$ cat src/rtl/mem_port_arbiter_pkg.sv
// Shared types for the fetch/load-store memory port arbiter.
// State and grant encodings plus default bus widths.
package mem_arb_pkg;

  localparam int XLEN_DEF    = 32;
  localparam int ADDR_W_DEF  = 32;
  localparam int TIMEOUT_DEF = 64;

  typedef enum logic [1:0] {
    IDLE,
    BUSY_I,
    BUSY_D,
    RESP
  } arb_state_t;

  typedef enum logic {
    FETCH,
    DATA
  } grant_t;

endpackage

$ cat src/rtl/mem_port_arbiter_if.sv
// Requester and memory-side signals of the shared memory port.
// slave = arbiter view, master = requesters and memory view.
interface mem_port_arbiter_if
  import mem_arb_pkg::*;
#(
  parameter int XLEN   = XLEN_DEF,
  parameter int ADDR_W = ADDR_W_DEF
);

  logic              if_req;
  logic [ADDR_W-1:0] if_addr;
  logic              if_ack;
  logic [XLEN-1:0]   if_rdata;
  logic              if_err;

  logic              d_req;
  logic              d_we;
  logic [ADDR_W-1:0] d_addr;
  logic [XLEN-1:0]   d_wdata;
  logic [XLEN/8-1:0] d_be;
  logic              d_ack;
  logic [XLEN-1:0]   d_rdata;
  logic              d_err;

  logic              mem_req;
  logic              mem_we;
  logic [ADDR_W-1:0] mem_addr;
  logic [XLEN-1:0]   mem_wdata;
  logic [XLEN/8-1:0] mem_be;
  logic              mem_ready;
  logic [XLEN-1:0]   mem_rdata;

  modport slave (
    input  if_req, if_addr,
    output if_ack, if_rdata, if_err,
    input  d_req, d_we, d_addr, d_wdata, d_be,
    output d_ack, d_rdata, d_err,
    output mem_req, mem_we, mem_addr,
    output mem_wdata, mem_be,
    input  mem_ready, mem_rdata
  );

  modport master (
    output if_req, if_addr,
    input  if_ack, if_rdata, if_err,
    output d_req, d_we, d_addr, d_wdata, d_be,
    input  d_ack, d_rdata, d_err,
    input  mem_req, mem_we, mem_addr,
    input  mem_wdata, mem_be,
    output mem_ready, mem_rdata
  );

endinterface

$ cat src/rtl/mem_port_arbiter.sv
// Round-robin arbiter sharing one memory port between fetch and load/store.
// Optional wait-cycle abort enabled by defining MEM_ARB_TIMEOUT_EN.
module mem_port_arbiter
  import mem_arb_pkg::*;
#(
  parameter int XLEN           = XLEN_DEF,
  parameter int ADDR_W         = ADDR_W_DEF,
  parameter int TIMEOUT_CYCLES = TIMEOUT_DEF
) (
  input  logic         clk,
  input  logic         rst,
  mem_port_arbiter_if.slave bus
);

  localparam int BE_W = XLEN / 8;

  if (TIMEOUT_CYCLES < 2) begin : g_bad_tmo
    $error("TIMEOUT_CYCLES must be at least 2");
  end

  arb_state_t state_q, state_d;
  grant_t     last_q, last_d;

  logic              mreq_q, mreq_d;
  logic              mwe_q, mwe_d;
  logic [ADDR_W-1:0] maddr_q, maddr_d;
  logic [XLEN-1:0]   mwdata_q, mwdata_d;
  logic [BE_W-1:0]   mbe_q, mbe_d;

  logic              iack_q, iack_d;
  logic [XLEN-1:0]   irdata_q, irdata_d;
  logic              ierr_q, ierr_d;
  logic              dack_q, dack_d;
  logic [XLEN-1:0]   drdata_q, drdata_d;
  logic              derr_q, derr_d;

  logic busy;
  logic done;
  logic tmo;
  logic pick_i;
  logic pick_d;

  assign busy   = (state_q == BUSY_I)
               || (state_q == BUSY_D);
  assign done   = busy && bus.mem_ready;
  assign pick_i = bus.if_req
               && (!bus.d_req || last_q == DATA);
  assign pick_d = bus.d_req && !pick_i;

`ifdef MEM_ARB_TIMEOUT_EN
  localparam int CNT_W = $clog2(TIMEOUT_CYCLES);
  localparam logic [CNT_W-1:0] LIM =
    CNT_W'(TIMEOUT_CYCLES - 1);

  logic [CNT_W-1:0] cnt_q, cnt_d;

  // mem_ready on the limit cycle completes normally
  assign tmo = busy && !bus.mem_ready
            && (cnt_q == LIM);

  always_comb begin
    cnt_d = cnt_q;
    if (state_q == IDLE) begin
      cnt_d = '0;
    end else if (busy && !bus.mem_ready && !tmo) begin
      cnt_d = cnt_q + 1'b1;
    end
  end

  always_ff @(posedge clk or negedge rst) begin
    if (!rst) begin
      cnt_q <= '0;
    end else begin
      cnt_q <= cnt_d;
    end
  end
`else
  assign tmo = 1'b0;
`endif

  always_comb begin
    state_d  = state_q;
    last_d   = last_q;
    mreq_d   = mreq_q;
    mwe_d    = mwe_q;
    maddr_d  = maddr_q;
    mwdata_d = mwdata_q;
    mbe_d    = mbe_q;
    iack_d   = 1'b0;
    irdata_d = '0;
    ierr_d   = 1'b0;
    dack_d   = 1'b0;
    drdata_d = '0;
    derr_d   = 1'b0;

    unique case (state_q)
      IDLE: begin
        unique case (1'b1)
          pick_i: begin
            state_d  = BUSY_I;
            last_d   = FETCH;
            mreq_d   = 1'b1;
            mwe_d    = 1'b0;
            maddr_d  = bus.if_addr;
            mwdata_d = '0;
            mbe_d    = '1;
          end
          pick_d: begin
            state_d  = BUSY_D;
            last_d   = DATA;
            mreq_d   = 1'b1;
            mwe_d    = bus.d_we;
            maddr_d  = bus.d_addr;
            mwdata_d = bus.d_wdata;
            mbe_d    = bus.d_be;
          end
          default: ;
        endcase
      end
      BUSY_I, BUSY_D: begin
        if (done || tmo) begin
          state_d  = RESP;
          mreq_d   = 1'b0;
          mwe_d    = 1'b0;
          maddr_d  = '0;
          mwdata_d = '0;
          mbe_d    = '0;
          if (state_q == BUSY_I) begin
            iack_d   = 1'b1;
            ierr_d   = tmo;
            irdata_d = done ? bus.mem_rdata : '0;
          end else begin
            dack_d   = 1'b1;
            derr_d   = tmo;
            drdata_d = (done && !mwe_q)
                     ? bus.mem_rdata : '0;
          end
        end
      end
      RESP: state_d = IDLE;
      default: state_d = IDLE;
    endcase
  end

  always_ff @(posedge clk or negedge rst) begin
    if (!rst) begin
      state_q  <= IDLE;
      last_q   <= DATA;
      mreq_q   <= 1'b0;
      mwe_q    <= 1'b0;
      maddr_q  <= '0;
      mwdata_q <= '0;
      mbe_q    <= '0;
      iack_q   <= 1'b0;
      irdata_q <= '0;
      ierr_q   <= 1'b0;
      dack_q   <= 1'b0;
      drdata_q <= '0;
      derr_q   <= 1'b0;
    end else begin
      state_q  <= state_d;
      last_q   <= last_d;
      mreq_q   <= mreq_d;
      mwe_q    <= mwe_d;
      maddr_q  <= maddr_d;
      mwdata_q <= mwdata_d;
      mbe_q    <= mbe_d;
      iack_q   <= iack_d;
      irdata_q <= irdata_d;
      ierr_q   <= ierr_d;
      dack_q   <= dack_d;
      drdata_q <= drdata_d;
      derr_q   <= derr_d;
    end
  end

  assign bus.mem_req   = mreq_q;
  assign bus.mem_we    = mwe_q;
  assign bus.mem_addr  = maddr_q;
  assign bus.mem_wdata = mwdata_q;
  assign bus.mem_be    = mbe_q;
  assign bus.if_ack    = iack_q;
  assign bus.if_rdata  = irdata_q;
  assign bus.if_err    = ierr_q;
  assign bus.d_ack     = dack_q;
  assign bus.d_rdata   = drdata_q;
  assign bus.d_err     = derr_q;

endmodule

$ cat src/flat_wrapper.sv
// flat-port wrapper written by rule: the top's interface ports become plain ports
module mem_port_arbiter_flat import mem_arb_pkg::*;
#(
  parameter int XLEN           = XLEN_DEF,
  parameter int ADDR_W         = ADDR_W_DEF,
  parameter int TIMEOUT_CYCLES = TIMEOUT_DEF
)
  (clk, rst, bus_if_req, bus_if_addr, bus_if_ack, bus_if_rdata, bus_if_err, bus_d_req, bus_d_we, bus_d_addr, bus_d_wdata, bus_d_be, bus_d_ack, bus_d_rdata, bus_d_err, bus_mem_req, bus_mem_we, bus_mem_addr, bus_mem_wdata, bus_mem_be, bus_mem_ready, bus_mem_rdata);
  mem_port_arbiter_if #(.XLEN(XLEN), .ADDR_W(ADDR_W)) bus_i ();
  input  logic clk;
  input  logic rst;
  input wire logic [$bits(bus_i.if_req)-1:0] bus_if_req;
  input wire logic [$bits(bus_i.if_addr)-1:0] bus_if_addr;
  output wire logic [$bits(bus_i.if_ack)-1:0] bus_if_ack;
  output wire logic [$bits(bus_i.if_rdata)-1:0] bus_if_rdata;
  output wire logic [$bits(bus_i.if_err)-1:0] bus_if_err;
  input wire logic [$bits(bus_i.d_req)-1:0] bus_d_req;
  input wire logic [$bits(bus_i.d_we)-1:0] bus_d_we;
  input wire logic [$bits(bus_i.d_addr)-1:0] bus_d_addr;
  input wire logic [$bits(bus_i.d_wdata)-1:0] bus_d_wdata;
  input wire logic [$bits(bus_i.d_be)-1:0] bus_d_be;
  output wire logic [$bits(bus_i.d_ack)-1:0] bus_d_ack;
  output wire logic [$bits(bus_i.d_rdata)-1:0] bus_d_rdata;
  output wire logic [$bits(bus_i.d_err)-1:0] bus_d_err;
  output wire logic [$bits(bus_i.mem_req)-1:0] bus_mem_req;
  output wire logic [$bits(bus_i.mem_we)-1:0] bus_mem_we;
  output wire logic [$bits(bus_i.mem_addr)-1:0] bus_mem_addr;
  output wire logic [$bits(bus_i.mem_wdata)-1:0] bus_mem_wdata;
  output wire logic [$bits(bus_i.mem_be)-1:0] bus_mem_be;
  input wire logic [$bits(bus_i.mem_ready)-1:0] bus_mem_ready;
  input wire logic [$bits(bus_i.mem_rdata)-1:0] bus_mem_rdata;
  assign bus_i.if_req = bus_if_req;
  assign bus_i.if_addr = bus_if_addr;
  assign bus_if_ack = bus_i.if_ack;
  assign bus_if_rdata = bus_i.if_rdata;
  assign bus_if_err = bus_i.if_err;
  assign bus_i.d_req = bus_d_req;
  assign bus_i.d_we = bus_d_we;
  assign bus_i.d_addr = bus_d_addr;
  assign bus_i.d_wdata = bus_d_wdata;
  assign bus_i.d_be = bus_d_be;
  assign bus_d_ack = bus_i.d_ack;
  assign bus_d_rdata = bus_i.d_rdata;
  assign bus_d_err = bus_i.d_err;
  assign bus_mem_req = bus_i.mem_req;
  assign bus_mem_we = bus_i.mem_we;
  assign bus_mem_addr = bus_i.mem_addr;
  assign bus_mem_wdata = bus_i.mem_wdata;
  assign bus_mem_be = bus_i.mem_be;
  assign bus_i.mem_ready = bus_mem_ready;
  assign bus_i.mem_rdata = bus_mem_rdata;
  mem_port_arbiter #(.XLEN(XLEN), .ADDR_W(ADDR_W), .TIMEOUT_CYCLES(TIMEOUT_CYCLES)) u_core (.clk(clk), .rst(rst), .bus(bus_i));
endmodule
$ cat config.mk
export PLATFORM = sky130hd
export DESIGN_NAME = mem_port_arbiter_flat
export DESIGN_NICKNAME = d
export VERILOG_FILES = /design/src/rtl/mem_port_arbiter_pkg.sv /design/src/rtl/mem_port_arbiter_if.sv /design/src/rtl/mem_port_arbiter.sv /design/src/flat_wrapper.sv
export SDC_FILE = /design/constraint.sdc
export NUM_CORES = 1
export LEC_CHECK = 0
export CAP_MARGIN = 20
export CORE_MARGIN = 3
export CORE_UTILIZATION = 44
export CTS_BUF_LIST = sky130_fd_sc_hd__clkbuf_8
export CTS_CLUSTER_DIAMETER = 80
export DETAILED_ROUTE_END_ITERATION = 8
export HOLD_SLACK_MARGIN = 0.1
export PLACE_DENSITY = 0.88
export SLEW_MARGIN = 20
export SYNTH_ARGS = -nofsm -noshare
export SYNTH_HDL_FRONTEND = slang
export SYNTH_SLANG_ARGS = --single-unit
$ cat constraint.sdc
create_clock -name clk -period 5.49 [get_ports clk]
set_input_delay 1.3725 -clock clk [delete_from_list [all_inputs] [get_ports clk]]
set_output_delay 1.3725 -clock clk [all_outputs]
set_load 0.1 [all_outputs]
Word-level counts from Yosys, hierarchy flattened:

Cells that the tools add are included.

* register bits: 139
* input bits: 138
* output and inout bits: 138
* logic and storage cells: 65

* equality and inequality tests: 6
* multiplexer cells: 30
* reduce and logical (&&, ||, !) cells: 18

Operators with widths (number)
* 32-bit 2-to-1 mux: 8
* 32-bit case mux with 2 select lines: 4
* 4-bit case mux with 2 select lines: 2
* 1-bit 2-to-1 mux: 8
* 1-bit case mux with 2 select lines: 4
* 2-bit case mux with 3 select lines: 1
* 3-bit AND reduction: 2
* 2-bit == test (second input constant): 2
* 1-bit logical AND: 4
* 4-bit 2-to-1 mux: 1
* 2-bit case mux with 2 select lines: 1
* 2-bit AND reduction: 2
* 2-bit nonzero test: 2
* 2-bit OR reduction: 2
* 1-bit logical NOT: 3
* 3-bit by 1-bit inequality test with 1-bit output (second input constant): 1
* 2-bit by 1-bit == test with 1-bit output (second input constant): 1
* 2-bit logical NOT: 1
* 1-bit logical OR: 2
* 2-bit 2-to-1 mux: 1
* 2-bit by 1-bit inequality test with 1-bit output (second input constant): 1
* 2-bit inequality test (second input constant): 1

Longest topological paths before layout:

Gate-level depths: netlist of the first run.

* word-level depth: 8
* mapped depth: 9
* mapped depth without buffers: 5

Least setup slack after synthesis of the first run:

No wires, ideal clock.

* path kind: input port to flip-flop
* start point: input port bus_d_req
* end point: register u_core.mbe_q[1], in the netlist u_core.bus.mem_be[1]
* buffers on the path: 2
* path slack: 2.922 ns
* setup time: 0.126 ns
* stages on the path: 5
* data required time: 5.364 ns
* arrival: 2.442 ns
* cells stage by stage: or3b_1 -> buf_2 -> nand3_4 -> buf_8 -> mux2_2

* cells in the longest elaborated chain, start to end: 7
* elaborated cells between the ends (all ways): 9
* those cells by class: eq/ne (1); mux (2); reduce/logical (6)

Ends and longest elaborated chain
* start, declared: line flat_wrapper.sv:17 `input wire logic [$bits(bus_i.d_req)-1:0] bus_d_req;`
* 1-bit logical NOT: line mem_port_arbiter.sv:47 `&& (!bus.d_req || last_q == DATA);`
* 1-bit logical OR: line mem_port_arbiter.sv:47
* 1-bit logical AND: line mem_port_arbiter.sv:47
* 1-bit logical NOT: line mem_port_arbiter.sv:48 `assign pick_d = bus.d_req && !pick_i;`
* 1-bit logical AND: line mem_port_arbiter.sv:48
* 4-bit case mux with 2 select lines or 3-bit by 1-bit inequality test with 1-bit output (tied branches)
* 4-bit case mux with 2 select lines or 3-bit AND reduction (tied branches)
* end signal, assigned: line mem_port_arbiter.sv:167 `mbe_q <= mbe_d;`
* end, declared: line mem_port_arbiter.sv:28 `logic [BE_W-1:0] mbe_q, mbe_d;`

Several ways; a longest one is shown, not always the timed one.
A chain may end at the register's enable or synchronous reset.

Worst setup path after layout of the first run:

* start point: register u_core.mwe_q, in the netlist u_core.bus.mem_we
* end point: output port bus_mem_we

RTL lines
* start, declared: line mem_port_arbiter.sv:25 `logic mwe_q, mwe_d;`
* start signal, assigned: line mem_port_arbiter.sv:164 `mwe_q <= mwe_d;`
* end, declared: line flat_wrapper.sv:26 `output wire logic [$bits(bus_i.mem_we)-1:0] bus_mem_we;`

No word-level cell between the ends.

==> summary.md, run 1 <==
| Metric | Value |
|---|---|
| Yosys warns | 0 |
| Fmax | 296 MHz |
| Critical path buffers and inverters | 1 |
| Area leader, netlist | dfrtp_1 |
| Final Max Slew Viols | 0 |
| Delay-heaviest family, CP | buffers and inverters |
| Final setup TNS | 0 ps |
| Die Y-Extent | 115 µm |
| Critical path type | flip-flop to output port |
| Ant diodes | 0 |
| CP endpoint kind | output port |
| Startpoint types | flip-flop |
| Met1 Usage GRT | 0.240 |
| Post-CTS Setup Bufs | 0 |
| Crit path cell chain | clkdlybuf4s50_1 |
| H-Tree Depth | 4 |
| CTS tree | yes |
| Clock Path Buffers | 2 |
| Initial antenna violation count | 0 |
| HP Class | flip-flop to flip-flop |
| Area of the core | 11600 µm² |
| Clk root buf | clkbuf_8 |
| CTS hold repair buffers | 0 |
| GRT Total Usage | 0.223 |
| Clock slew at reported path FFs | 80 ps |
| Grt ovf | 0 |
| First-pass GRT wire length | 22.7 mm |
| GRT met2 Usage | 0.387 |
| DRC | 0 |
| Drt wl/cell | 18.9 µm |
| Final GP Congestion | 0.760 |
| # resized after CTS | 0 |
| Iter 0 DRT Violations | 248 |
| Slowest-stage cell, CP | clkdlybuf4s50_1 |
| # IOs | 276 |
| Gr busiest metal | met2 |
| Multi-input gate area | 1600 µm² |
| Mean Syn Cell Area | 14.2 µm² |
| Final net count | 782 |
| Post-synthesis sequential area ratio | 0.661 |
| Cells after Synth | 371 |
| DP Cell Count | 764 |
| Critical path's largest stage delay | 1170 ps |
| Clk_skew | 11.4 ps |
| Layout area overhead | 59.5% |
| Vias in the first global route | 4289 |
| Status | finished, final reports clean |
| Vias | 3979 |
| CTS sink cnt | 139 |
| Post-synth cell types | 29 |
| Worst-Skew Late Latency | 420 ps |
| RSZ-0062 raised after global routing | no |
| Final Hold Vio Count | 0 |
| Final Setup Violations | 0 |
| 1st-pass router iterations | 4 |
| Via/cell ratio | 5.00 |
| Hpwl dp | 10.9 mm |
| CP Max Fanout | 3 |
| Critical Path RT | 4120 ps |
| Placement Rows | 39 |
| # port buffers | 273 |
| Number of fillers in the final layout | 767 |
| Drt total wl | 15.1 mm |
| Die ar. | 13300 µm² |
| Cell Area, Synth | 5260 µm² |
| ANT nets after route | 0 |
| Worst Tran Pin Value | 1040 ps |
| Final worst path period need | 3370 ps |
| Largest net degree at the start of global routing | 103 |
| Final non-filler cell total | 796 |
| Maxcap violations | 0 |
| Slew margin rel. | 0.308 |
| Inserted Clock Buffers | 17 |
| GR Util met3 | 0.0995 |
| Sequential Area | 3480 µm² |
| Share of flip-flops with an asynchronous set or reset | 1.00 |
| Post-synth EDFFs | 0 |
| Layout cell share with drive strength beyond 1 | 0.0704 |
| Ys flop type | dfrtp_1 |
| Data arrival, critical path | 2000 ps |
| Initial Util | 0.455 |
| Final Cycle Share | 0.615 |
| Die width | 115 µm |
| Post-synth top area share | 0.656 |
| Area contributors post-synth | dfrtp_1, and2_1, mux2i_1, a22o_1, o2bb2ai_1 |
| FF+latch count, synth | 139 |
-- logic make-up (layout without fill, tap and decap cells) --
group | count (synthesis) | in the layout | synth area share
AOI/OAI and AO/OA | 77 | 77 | 0.123
buffers and inverters | 35 | 316 | 0.0407
DFF | 139 | 139 | 0.661
muxes | 38 | 38 | 0.0735
other | 1 | 2 | 0.000713
and+or+nand+nor | 78 | 78 | 0.0942
adders and majority gates | 3 | 3 | 0.00713
-- metrics by stage --
| step | utilization | setup WS (ps) | area, µm² | hold slack [ps] |
|---|---|---|---|---|
| floorplan | - | 2920 | 5270 | 505 |
| global placement | 0.695 | 2000 | 8040 | 471 |
| detailed placement | 0.696 | 1770 | 8050 | 474 |
| CTS | 0.725 | 2070 | 8380 | 494 |
| global route | 0.726 | 2050 | 8390 | 510 |
| finish | 0.726 | 2120 | 8390 | 490 |
-- final timing paths --
path / startpoint / end / slack (ps) / cells past startpoint
min: u_core.bus.mem_addr[14] / u_core.bus.mem_addr[14] / 490 / 1
max in group asynchronous: rst / u_core.bus.mem_addr[11] / 3390 / 2
min in group asynchronous: rst / u_core.bus.if_rdata[24] / 1040 / 1
min reg2reg: u_core.bus.mem_addr[14] / u_core.bus.mem_addr[14] / 490 / 1
max: u_core.bus.mem_we / bus_mem_we / 2120 / 1
max reg2reg: u_core.state_q[0] / u_core.bus.mem_be[2] / 3000 / 5
-- final cells by class --
cell class | instances | area share
inverter | 7 | 0.00313
clock buffer | 17 | 0.0279
multi-input combinational | 198 | 0.190
timing repair buffer | 278 | 0.331
tap | 143 | 0.0213
sequential | 139 | 0.415
clock inverter | 14 | 0.0119
-- sequential cells by signal (all words and copies together) (netlist names) --
name,cells
u_core.bus.if_ack,1
u_core.bus.mem_addr,32
u_core.last_q,1
u_core.bus.mem_wdata,32
u_core.bus.d_ack,1
u_core.state_q,2
u_core.bus.mem_we,1
u_core.bus.if_rdata,32
u_core.bus.d_rdata,32
u_core.bus.mem_req,1
u_core.bus.mem_be,4
-- layer usage --
layer	share of wire	routed length (µm)	up-vias
met5	0	0	-
met4	0.023	350	0
met3	0.096	1440	27
met2	0.53	7910	184
met1	0.36	5350	1937
li1	-	-	1831
-- cell usage in the layout (no fill, tap or decap), drive strengths merged, types with 2 or more instances in the layout --
| master | count |
|---|---|
| clkdlybuf4s50 | 272 |
| inv | 9 |
| mux2 | 5 |
| mux2i | 33 |
| nor2 | 3 |
| buf | 6 |
| a21oi | 8 |
| ha | 3 |
| o2bb2ai | 33 |
| clkbuf | 17 |
| nand2 | 2 |
| and2 | 66 |
| dfrtp | 138 |
| clkinvlp | 6 |
| clkinv | 6 |
| a22o | 33 |
| conb | 2 |
-- Yosys cell counts (all sizes together), types with 2 or more instances --
library cell / n
a21oi: 8
a22o: 33
and2: 66
buf: 20
clkbuf: 8
dfrtp: 138
ha: 3
inv: 7
mux2: 5
mux2i: 33
nand2: 2
nor2: 3
o2bb2ai: 33
Power of run 1 is left out: the tool's default activity adds up to more than one toggle a clock period on the data nets, which glitch-free logic cannot reach.
==> run 2, diff against run 1 <==
--- a/config.mk
+++ b/config.mk
@@ -7,12 +7,12 @@
 export LEC_CHECK = 0
 export CAP_MARGIN = 20
 export CORE_MARGIN = 3
-export CORE_UTILIZATION = 44
+export CORE_UTILIZATION = 37
 export CTS_BUF_LIST = sky130_fd_sc_hd__clkbuf_8
 export CTS_CLUSTER_DIAMETER = 80
 export DETAILED_ROUTE_END_ITERATION = 8
 export HOLD_SLACK_MARGIN = 0.1
-export PLACE_DENSITY = 0.88
+export PLACE_DENSITY = 0.79
 export SLEW_MARGIN = 20
 export SYNTH_ARGS = -nofsm -noshare
 export SYNTH_HDL_FRONTEND = slang
==> constraint.sdc (replaced) <==
create_clock -name clk -period 2.9 [get_ports clk]
set_input_delay 0.725 -clock clk [delete_from_list [all_inputs] [get_ports clk]]
set_output_delay 0.725 -clock clk [all_outputs]
set_load 0.1 [all_outputs]
==> summary.md, run 2 (synthesized netlist as in run 1, its figures left out) <==
| Metric | Value |
|---|---|
| Initial Util | 0.388 (was 0.455) |
| Hpwl dp | 11.0 mm (was 10.9 mm) |
| Commonest non-fill, non-tap cells in the layout | buf_4, dfrtp_1, clkdlybuf4s50_1 (was clkdlybuf4s50_1, dfrtp_1, and2_1) |
| HP Class | input port to async pin (was flip-flop to flip-flop) |
| Vias in the first global route | 4360 (was 4289) |
| Commonest non-fill, non-tap cell in the layout | buf_4 (was clkdlybuf4s50_1) |
| Layout cell share with drive strength beyond 1 | 0.285 (was 0.0704) |
| Fmax | 476 MHz |
| # port buffers | 273 (unchanged) |
| Final Cycle Share | 0.724 |
| Iter 0 DRT Violations | 134 (was 248) |
| Die width | 125 µm (was 115 µm) |
| Clock Path Buffers | 2 (unchanged) |
| Vias | 3981 (was 3979) |
| Post-CTS Setup Bufs | 0 (unchanged) |
| Status | finished, final reports clean (unchanged) |
| Layout area overhead | 57.3% (was 59.5%) |
| H-Tree Depth | 4 (unchanged) |
| Worst-Skew Late Latency | 430 ps (was 420 ps) |
| Final Max Slew Viols | 0 (unchanged) |
| Initial antenna violation count | 0 (unchanged) |
| Ant diodes | 0 (unchanged) |
| 1st-pass router iterations | 4 (unchanged) |
| Inserted Clock Buffers | 17 (unchanged) |
| Final net count | 788 (was 782) |
| FF-to-FF path depth | 6 (was 5) |
| Drt wl/cell | 17.6 µm (was 18.9 µm) |
| Data arrival, critical path | 2470 ps (was 2000 ps) |
| Final setup TNS | 0 ps (unchanged) |
| CP Max Fanout | 41 (was 3) |
| # IOs | 276 (unchanged) |
| Critical Path RT | 3270 ps (was 4120 ps) |
| Number of fillers in the final layout | 1076 (was 767) |
| Placement Rows | 42 (was 39) |
| CTS sink cnt | 139 (unchanged) |
| First-pass GRT wire length | 23.0 mm (was 22.7 mm) |
| # resized after CTS | 0 (unchanged) |
| Drt total wl | 14.7 mm (was 15.1 mm) |
| Clk_skew | 6.46 ps (was 11.4 ps) |
| Via/cell ratio | 4.76 (was 5.00) |
| CTS hold repair buffers | 0 (unchanged) |
| Worst Tran Pin Value | 722 ps (was 1040 ps) |
| Slew margin rel. | 0.519 (was 0.308) |
| ANT nets after route | 0 (unchanged) |
| Critical path type | input port to flip-flop (was flip-flop to output port) |
| CP endpoint kind | flip-flop (was output port) |
| Final Hold Vio Count | 0 (unchanged) |
| Largest net degree at the start of global routing | 140 (was 103) |
| Final GP Congestion | 0.796 (was 0.760) |
| Maxcap violations | 0 (unchanged) |
| DRC | 0 (unchanged) |
| Clock slew at reported path FFs | 70 ps (was 80 ps) |
| Grt ovf | 0 (unchanged) |
| GRT Total Usage | 0.188 (was 0.223) |
| Final worst path period need | 2100 ps |
| Startpoint types | input port (was flip-flop) |
| CTS tree | yes (unchanged) |
| Clk root buf | clkbuf_8 (unchanged) |
| Area of the core | 13600 µm² (was 11600 µm²) |
| Final Setup Violations | 0 (unchanged) |
| Die ar. | 15700 µm² (was 13300 µm²) |
| Die Y-Extent | 125 µm (was 115 µm) |
| RSZ-0062 raised after global routing | no (unchanged) |
[run 2: changes by cell type in the layout (fill, tap and decap cells not counted), sizes merged]
cell	change
inv	+2
clkinvlp	-2
buf	+142
bufinv	+4
clkinv	-4
clkbuf	+1
clkdlybuf4s50	-136
[run 2: critical path: stages]
cell,delay [ps]
clkdlybuf4s50_1,500
or3b_1,500
nand3_4,290
buf_12,250
a22o_1,180
[run 2: path summary, 6_finish.rpt]
| kind | start | to | slack (ps) |
|---|---|---|---|
| max reg2reg | u_core.state_q[1] | u_core.bus.mem_wdata[0] | 820 |
| min reg2reg | u_core.bus.mem_addr[2] | u_core.bus.mem_addr[2] | 490 |
| min in group clk | u_core.bus.mem_addr[2] | u_core.bus.mem_addr[2] | 490 |
| min | rst | u_core.bus.if_rdata[18] | 370 |
| max in group asynchronous | rst | u_core.bus.mem_addr[26] | 1980 |
| max | bus_if_req | u_core.bus.mem_wdata[0] | 800 |
[run 2: area by class of cell]
cell class | instances | area (µm²) | area share
repair buffers | 284 | 2510 | 0.304
clock inverters | 14 | 194 | 0.0234
multi-input cells | 198 | 1600 | 0.193
clock buffers | 18 | 248 | 0.0299
inverters | 7 | 26.3 | 0.00317
flip-flops and latches | 139 | 3480 | 0.420
well taps | 176 | 220 | 0.0266
[run 2: layer usage]
layer | track usage | vias up | routed length [µm]
met3 | 0.0891 | 30 | 1560
met2 | 0.326 | 191 | 7710
met1 | 0.194 | 1914 | 5100
met4 | 0.0829 | 0 | 354
li1 | - | 1846 | -
met5 | 0 | - | 0
[run 2: per-stage QoR]
stage / utilization / worst slack [ps] / instance area (µm²) / hold WS, ps / std cells
6_report: 0.610 / 799 / 8280 / 369 / 836
2_1_floorplan: - / 979 / 5270 / 429 / 372
3_5_place_dp: 0.578 / 361 / 7840 / 476 / 804
3_3_place_gp: 0.578 / 437 / 7840 / 474 / 804
5_1_grt: 0.610 / 710 / 8280 / 416 / 836
4_1_cts: 0.610 / 811 / 8280 / 395 / 836
Power of run 2 is left out for the same reason.
